`src/rtl/instruction_fetch_if.sv`:
```
// Bundles the fetch stage's memory, redirect/resume and decode handshake signals.
// master = fetch stage, slave = the surrounding memory/decoder/control side.
interface instruction_fetch_if;
  logic [31:0] instruction_address;
  logic [31:0] instruction_data_input;
  logic        redirect_valid;
  logic [31:0] redirect_address;
  logic        resume;
  logic        decode_ready;
  logic        fetched_valid;
  logic [31:0] fetched_instruction;
  logic [31:0] fetched_pc;
  logic        halted;

  modport master (
    output instruction_address,
    input  instruction_data_input,
    input  redirect_valid,
    input  redirect_address,
    input  resume,
    input  decode_ready,
    output fetched_valid,
    output fetched_instruction,
    output fetched_pc,
    output halted
  );

  modport slave (
    input  instruction_address,
    output instruction_data_input,
    output redirect_valid,
    output redirect_address,
    output resume,
    output decode_ready,
    input  fetched_valid,
    input  fetched_instruction,
    input  fetched_pc,
    input  halted
  );
endinterface

```
`src/rtl/instruction_fetch.sv`:
```
// Fetch stage: PC register, capture of the combinationally read memory word into
// the fetch/decode register, with warm-up, backpressure, redirect/flush and halt.
module instruction_fetch #(
  parameter logic [31:0] RESET_PC    = 32'd0,
  parameter logic [4:0]  HALT_OPCODE = 5'b00110,
  parameter int          START_DELAY = 1
) (
  input  logic                  clock,
  input  logic                  reset,
  instruction_fetch_if.master   bus
);

  typedef enum logic [1:0] {WARMUP, FETCH, HALTED} state_t;

  localparam int CW = (START_DELAY > 1) ? $clog2(START_DELAY) : 1;
  localparam logic [CW-1:0] WARM_LAST = CW'(START_DELAY - 1);

  state_t      state;
  logic [CW-1:0] warm_count;
  logic [31:0] pc;
  logic        fetched_valid_q;
  logic [31:0] fetched_instruction_q;
  logic [31:0] fetched_pc_q;
  logic        halted_q;

  logic capture_ok;
  assign capture_ok = !fetched_valid_q || bus.decode_ready;

  assign bus.instruction_address  = pc;
  assign bus.fetched_valid        = fetched_valid_q;
  assign bus.fetched_instruction  = fetched_instruction_q;
  assign bus.fetched_pc           = fetched_pc_q;
  assign bus.halted               = halted_q;

  // Warm-up runs independently of redirects; redirect otherwise overrides capture.
  always_ff @(posedge clock or posedge reset) begin
    if (reset) begin
      state                 <= WARMUP;
      warm_count            <= '0;
      pc                    <= RESET_PC;
      fetched_valid_q       <= 1'b0;
      fetched_instruction_q <= 32'd0;
      fetched_pc_q          <= 32'd0;
      halted_q              <= 1'b0;
    end else begin
      if (state == WARMUP) begin
        warm_count <= warm_count + 1'b1;
        if (warm_count == WARM_LAST) begin
          state <= FETCH;
        end
      end

      if (bus.redirect_valid) begin
        pc              <= bus.redirect_address;
        fetched_valid_q <= 1'b0;
        if (state == HALTED) begin
          state    <= FETCH;
          halted_q <= 1'b0;
        end
      end else begin
        case (state)
          FETCH: begin
            if (capture_ok) begin
              fetched_instruction_q <= bus.instruction_data_input;
              fetched_pc_q          <= pc;
              fetched_valid_q       <= 1'b1;
              pc                    <= pc + 32'd1;
              if (bus.instruction_data_input[31:27] == HALT_OPCODE) begin
                state    <= HALTED;
                halted_q <= 1'b1;
              end
            end
          end
          HALTED: begin
            if (fetched_valid_q && bus.decode_ready) begin
              fetched_valid_q <= 1'b0;
            end
            if (bus.resume) begin
              state    <= FETCH;
              halted_q <= 1'b0;
            end
          end
          default: begin
          end
        endcase
      end
    end
  end

endmodule

```
`src/flat_wrapper.sv`:
```
// flat-port wrapper written by rule: the top's interface ports become plain ports
module instruction_fetch_flat 
#(
  parameter logic [31:0] RESET_PC    = 32'd0,
  parameter logic [4:0]  HALT_OPCODE = 5'b00110,
  parameter int          START_DELAY = 1
)
  (clock, reset, bus_instruction_address, bus_instruction_data_input, bus_redirect_valid, bus_redirect_address, bus_resume, bus_decode_ready, bus_fetched_valid, bus_fetched_instruction, bus_fetched_pc, bus_halted);
  instruction_fetch_if bus_i ();
  input  logic clock;
  input  logic reset;
  output wire logic [$bits(bus_i.instruction_address)-1:0] bus_instruction_address;
  input wire logic [$bits(bus_i.instruction_data_input)-1:0] bus_instruction_data_input;
  input wire logic [$bits(bus_i.redirect_valid)-1:0] bus_redirect_valid;
  input wire logic [$bits(bus_i.redirect_address)-1:0] bus_redirect_address;
  input wire logic [$bits(bus_i.resume)-1:0] bus_resume;
  input wire logic [$bits(bus_i.decode_ready)-1:0] bus_decode_ready;
  output wire logic [$bits(bus_i.fetched_valid)-1:0] bus_fetched_valid;
  output wire logic [$bits(bus_i.fetched_instruction)-1:0] bus_fetched_instruction;
  output wire logic [$bits(bus_i.fetched_pc)-1:0] bus_fetched_pc;
  output wire logic [$bits(bus_i.halted)-1:0] bus_halted;
  assign bus_instruction_address = bus_i.instruction_address;
  assign bus_i.instruction_data_input = bus_instruction_data_input;
  assign bus_i.redirect_valid = bus_redirect_valid;
  assign bus_i.redirect_address = bus_redirect_address;
  assign bus_i.resume = bus_resume;
  assign bus_i.decode_ready = bus_decode_ready;
  assign bus_fetched_valid = bus_i.fetched_valid;
  assign bus_fetched_instruction = bus_i.fetched_instruction;
  assign bus_fetched_pc = bus_i.fetched_pc;
  assign bus_halted = bus_i.halted;
  instruction_fetch #(.RESET_PC(RESET_PC), .HALT_OPCODE(HALT_OPCODE), .START_DELAY(START_DELAY)) u_core (.clock(clock), .reset(reset), .bus(bus_i));
endmodule
```
`config.mk`:
```
export PLATFORM = sky130hd
export DESIGN_NAME = instruction_fetch_flat
export DESIGN_NICKNAME = d
export VERILOG_FILES = /design/src/rtl/instruction_fetch_if.sv /design/src/rtl/instruction_fetch.sv /design/src/flat_wrapper.sv
export SDC_FILE = /design/constraint.sdc
export NUM_CORES = 1
export LEC_CHECK = 0
export ABC_AREA = 1
export ABC_CLOCK_PERIOD_IN_PS = 3200
export CORE_UTILIZATION = 55
export CTS_CLUSTER_SIZE = 8
export DETAILED_ROUTE_END_ITERATION = 8
export DONT_BUFFER_PORTS = 1
export PLACE_DENSITY = 0.71
export SETUP_SLACK_MARGIN = 0.05
export SLEW_MARGIN = 20
export SYNTH_ARGS = -nofsm -noshare
export SYNTH_HDL_FRONTEND = slang
export SYNTH_SLANG_ARGS = --single-unit
```
`constraint.sdc`:
```
create_clock -name clock -period 3.2 [get_ports clock]
set_clock_uncertainty 0.15 [all_clocks]
set_input_delay 0 -clock clock [delete_from_list [all_inputs] [get_ports clock]]
set_output_delay 0 -clock clock [all_outputs]
set_load 0.01 [all_outputs]
```
# After elaboration in Yosys (flattened, before gate mapping)

Cells that the tools add are included.
W data, S select, Z words.

Output and inout bits: 98
Register bits: 101
Input port bits: 69

Bitwise logic cells: 1
Mux-type cells: 21
Add/sub/neg operators: 2
Eq/ne operators: 8
Reductions and logical operators: 12

Operator list:

| operator                | number |
|---|---|
| $mux W32                | 3 |
| $add A32 B1 Y32 const B | 1 |
| $mux W2                 | 7 |
| $mux W1                 | 8 |
| $ne A3 B2 Y1 const B    | 2 |
| $ne A3 B3 Y1 const B    | 2 |
| $reduce_and A3 Y1       | 2 |
| $reduce_bool A2 Y1      | 3 |
| $eq A5 B3 Y1 const B    | 1 |
| $reduce_and A5 Y1       | 1 |
| $pmux W1 S2             | 2 |
| $pmux W2 S2             | 1 |
| $reduce_bool A3 Y1      | 1 |
| $eq A2 B1 Y1 const B    | 1 |
| $eq A2 B2 Y1 const B    | 1 |
| $logic_not A2 Y1        | 1 |
| $ne A2 B1 Y1 const B    | 1 |
| $reduce_and A2 Y1       | 1 |
| $add A1 B1 Y1 const B   | 1 |
| $logic_and A1 B1 Y1     | 1 |
| $logic_not A1 Y1        | 1 |
| $logic_or A1 B1 Y1      | 1 |
| $not A1 Y1              | 1 |

# Depth between registers and ports, before layout

Depth in word-level cells: 6
Gate-level depth with buffers: 10
Depth with buffers taken out: 10

# Least setup slack after synthesis

OpenSTA, ideal clock, no wires.

Path kind: reg-to-reg
Start: reg u_core.pc[1], in the netlist u_core.bus.instruction_address[1]
End: reg u_core.pc[28], in the netlist u_core.bus.instruction_address[28]
Slack: 1.521 ns
Cell stages (with the launch flop): 11
Arrival: 1.405 ns
Setup time: 0.124 ns
Required time: 2.926 ns
Path buffers: 0
Period minus slack after synthesis: 1.679 ns
Cell sequence: dfrtp_1 > ha_1 > nand2_2 > nor2_4 > nand2_4 > nor2_4 > nand2_1 > nor2_2 > nand2_1 > nand2_1 > nand3_1

Cells in the longest elaborated chain, start to end: 4

RTL lines:

| item                   | line                    | text |
|---|---|---|
| start, declared        | instruction_fetch.sv:20 | `logic [31:0] pc;` |
| start signal, assigned | instruction_fetch.sv:54 | `pc <= bus.redirect_address;` |
| start signal, assigned | instruction_fetch.sv:67 | `pc <= pc + 32'd1;` |
| $add A32 B1 Y32        | instruction_fetch.sv:67 |  |
| $mux W32               | instruction_fetch.sv:63 | `if (capture_ok) begin` |
| $mux W32               | instruction_fetch.sv:61 | `case (state)` |
| $mux W32               | instruction_fetch.sv:53 | `if (bus.redirect_valid) begin` |

Every way passes these cells. The select of a mux whose other input is x is not followed.
A chain may end at the register's enable or synchronous reset.

# Worst setup path in the final report

Start: reg u_core.state[1]
End: reg u_core.pc[18], in the netlist u_core.bus.instruction_address[18]

Cells in the longest elaborated chain, start to end: 3

RTL lines:

| item                         | line                    | text |
|---|---|---|
| start, declared              | instruction_fetch.sv:18 | `state_t state;` |
| start signal, assigned       | instruction_fetch.sv:38 | `state <= WARMUP;` |
| start signal, assigned       | instruction_fetch.sv:49 | `state <= FETCH;` |
| start signal, assigned       | instruction_fetch.sv:57 | `state <= FETCH;` |
| $eq A2 B1 Y1                 | instruction_fetch.sv:61 |  |
| $reduce_bool A2 Y1 (no line) | --                      |  |
| $reduce_and A2 Y1 (no line)  | --                      |  |

Every way passes these cells.

==> run_results.csv <==
group,metric,value,unit
synth,synth_area_leaders,"dfrtp_1 49%, nand2_1 22%, nor2_1 5.6%, inv_1 4.4%, o21ai_0 4.0%",
global_route,grt_pass1_vias,4840,
sta,slew_headroom,56.7,%
clocking,clkSlewWorstSetupHoldPaths,0.11,ns
clocking,cts.sinks,101,
finish,drive_gt1_share,5.93,%
power_and_ir_drop,power_density,771,nW/um^2
routing,viasPerCell,5.47,
finish,diodes,0,
sta,period_minus_slack,2.85,ns
synth,async_flop_share,100,%
worst_setup_path,critPathKind,"flip-flop to flip-flop",
placed_design,portBuffers,0,
routing,wire_per_inst,16.5,um
sta,rsz0062_at_grt,"false",
global_route,grt_start_max_net_pins,59,
clocking,clock_path_buffers,2,
routing,drcViolationCount,0,
run_status,status,"finished clean",
synth,synthCells,710,
routing,via_count,5021,
placed_design,globalplace.congestion,0.898,
floorplan,initial_core_util,58.0,%
power_and_ir_drop,p_leak,3.14,nW
placed_design,dpl.cell_count,798,
synth,synthTopCellsByCount,"298 x nand2_1, 101 x dfrtp_1, 77 x nor2_1",
sta,drv_slew,0,
routing,totalWireLength,15100,um
synth,yosys_warnings,0,
synth,yosysMostFrequentCell,"nand2_1",
clocking,postCtsSetupBuffers,0,
floorplan,die_height,98.9,um
synth,synth_top_area_share,49.0,%
floorplan,coreArea,8890,um^2
hold_path,hold_class,"input pin to asynchronous set/reset pin",
synth,synth_cell_types,31,
clocking,cts_buffers,9,
synth,yosysSeqAreaShare,49.0,%
floorplan,die_width,98.9,um
worst_setup_path,end_kind,"flip-flop",
worst_setup_path,crit_path_start_kind,"flip-flop",
synth,syn_area_per_cell,7.27,um^2
synth,ys_seq_elements,101,
floorplan,num_rows,34,
finish,fin_cells,918,
clocking,cts_tree,"built",
global_route,overflow,0,
worst_setup_path,required,3.33,ns
sta,tightest_slew,0.649,ns
finish,fill_cells,672,
sta,hold_violations,0,
floorplan,io_pins,167,
global_route,grt_pass1_wl,24200,um
sta,fmax,351,MHz
placed_design,hpwlAfterDp,9260,um
clocking,clock_latency,0.37,ns
global_route,grt_util_all_layers,31.8,%
synth,yosys.area.top_type,"dfrtp_1",
worst_setup_path,cp.arrival,2.97,ns
synth,synth_edf_count,0,
finish,fin_nets,879,
clocking,htree_levels,3,
run,drv_cap,0,
worst_setup_path,crit_fanout,17,
routing,drt_iter0_drc,313,
sta,finalSetupViolCount,0,
global_route,antenna_found_initial,0,
power_and_ir_drop,max-vdd-ir-drop,425,uV
finish,area_growth_syn_to_layout,25.8,%
synth,synth_nets,784,
routing,dr.pass1.iters,7,
clocking,clockRootBuffer,"clkbuf_8",
sta,fin_setup_tns,0,ns
synth,ys.flop_type,"dfrtp_1",
routing,postRouteAntennaNets,0,
floorplan,die_area,9770,um^2
synth,syn_area,5160,um^2
sta,fin_crit_sh,89.0,%
==> cell families after synthesis <==
| group | synth area share (%) |
|---|---|
| AOI/OAI and AO/OA | 7.37 |
| DFF | 49.0 |
| and+or+nand+nor | 35.1 |
| adders and majority gates | 1.21 |
| xor gates and xnor gates | 0.509 |
| buffers and inverters | 6.84 |
==> critical path, cell delays in order (launching register included) <==
cell	delay [ns]
dfrtp_1	0.43
inv_1	0.10
ha_1	0.24
nand2_2	0.15
nand2_1	0.09
buf_4	0.24
clkinvlp_4	0.37
a21oi_1	0.25
dlygate4sd3_1	0.59
nand2_1	0.06
nand2_1	0.05
inv_1	0.03
==> worst paths after layout <==
path	startpoint	end	slack, ns	cells past startpoint
max	u_core.state[1]	u_core.bus.instruction_address[18]	0.35	11
min	reset	u_core.bus.instruction_address[0]	0.03	2
max reg2reg	u_core.state[1]	u_core.bus.instruction_address[18]	0.35	11
min reg2reg	u_core.warm_count	u_core.warm_count	0.35	2
max in group asynchronous	reset	u_core.bus.instruction_address[13]	2.17	3
min in group clock	bus_instruction_data_input[25]	u_core.bus.fetched_instruction[25]	0.13	3
==> metal layers <==
layer	track usage, %	part of all wire (%)	wire, um	vias to the layer above
li1	-	-	-	2401
met1	40.4	41	6180	2319
met2	53.5	47	7120	262
met3	7.30	8.9	1350	39
met4	11.5	3.0	456	0
met5	0	0	0	-
==> power breakdown <==
group / switching [mW] / leakage [nW] / internal, mW
Sequential: 0.808 / 1.23 / 1.81
Combinational: 0.997 / 1.81 / 0.593
Clock: 0.491 / 0.0993 / 0.304
==> cell usage in the layout, fill, tap and decap left out <==
| cell | n |
|---|---|
| clkinv_8 | 1 |
| o21ai_0 | 41 |
| inv_8 | 1 |
| clkinvlp_2 | 1 |
| a22oi_1 | 2 |
| nor4_1 | 1 |
| a21oi_1 | 13 |
| nand3b_1 | 2 |
| clkbuf_8 | 9 |
| o211ai_1 | 4 |
| inv_2 | 3 |
| inv_1 | 58 |
| nand2_2 | 6 |
| o221ai_1 | 3 |
| nor3_1 | 3 |
| inv_6 | 3 |
| or2_2 | 2 |
| buf_4 | 3 |
| nand3_1 | 37 |
| nand2_1 | 298 |
| inv_4 | 1 |
| buf_12 | 3 |
| o21bai_1 | 2 |
| dlygate4sd3_1 | 102 |
| nor2_4 | 4 |
| nor2_2 | 7 |
| clkinvlp_4 | 1 |
| a31oi_1 | 1 |
| nor2_1 | 77 |
| xor2_1 | 3 |
| clkinv_2 | 1 |
| a211oi_1 | 1 |
| clkinv_4 | 1 |
| nand4_1 | 5 |
| o21ai_1 | 2 |
| nand2_4 | 1 |
| ha_1 | 5 |
| clkinv_1 | 1 |
| dfrtp_1 | 101 |
==> what timing repair did <==
item | in CTS | in global routing
endpoints found under the setup margin | 0 | 5
hold buffers | 103 | 0
resized for setup | 0 | 1
hold endpoints to repair | 171 | 0
==> state kept, by name, summed over array words and instances, names as in the netlist <==
| register | count |
|---|---|
| u_core.state | 2 |
| u_core.bus.halted | 1 |
| u_core.bus.fetched_valid | 1 |
| u_core.bus.instruction_address | 32 |
| u_core.bus.fetched_instruction | 32 |
| u_core.warm_count | 1 |
| u_core.bus.fetched_pc | 32 |
==> final cells by class <==
| type | instances | area, um^2 | area share (%) |
|---|---|---|---|
| clock inverter | 7 | 67.6 | 1.04 |
| sequential | 101 | 2530 | 39.0 |
| inverter | 64 | 246 | 3.80 |
| multi-input combinational | 520 | 2280 | 35.1 |
| tap | 108 | 135 | 2.08 |
| timing repair buffer | 108 | 1100 | 17.0 |
| timing repair inverter | 1 | 5.00 | 0.0771 |
| clock buffer | 9 | 124 | 1.91 |
==> through the flow <==
stage          hold WS [ns]  util (%)  total power [mW]  cell area [um^2]  setup slack, ns
5_1_grt              0.0558      73.0              5.35              6490            0.182
6_report             0.0256      73.0              5.01              6490            0.353
2_1_floorplan       -0.0333         -              3.54              5160            0.403
3_5_place_dp         -0.181      59.0              3.98              5250            0.846
3_3_place_gp         -0.186      59.0              3.91              5250            0.934
4_1_cts              0.0130      72.9              4.95              6480            0.273
Power figures use the tool's default switching activity.
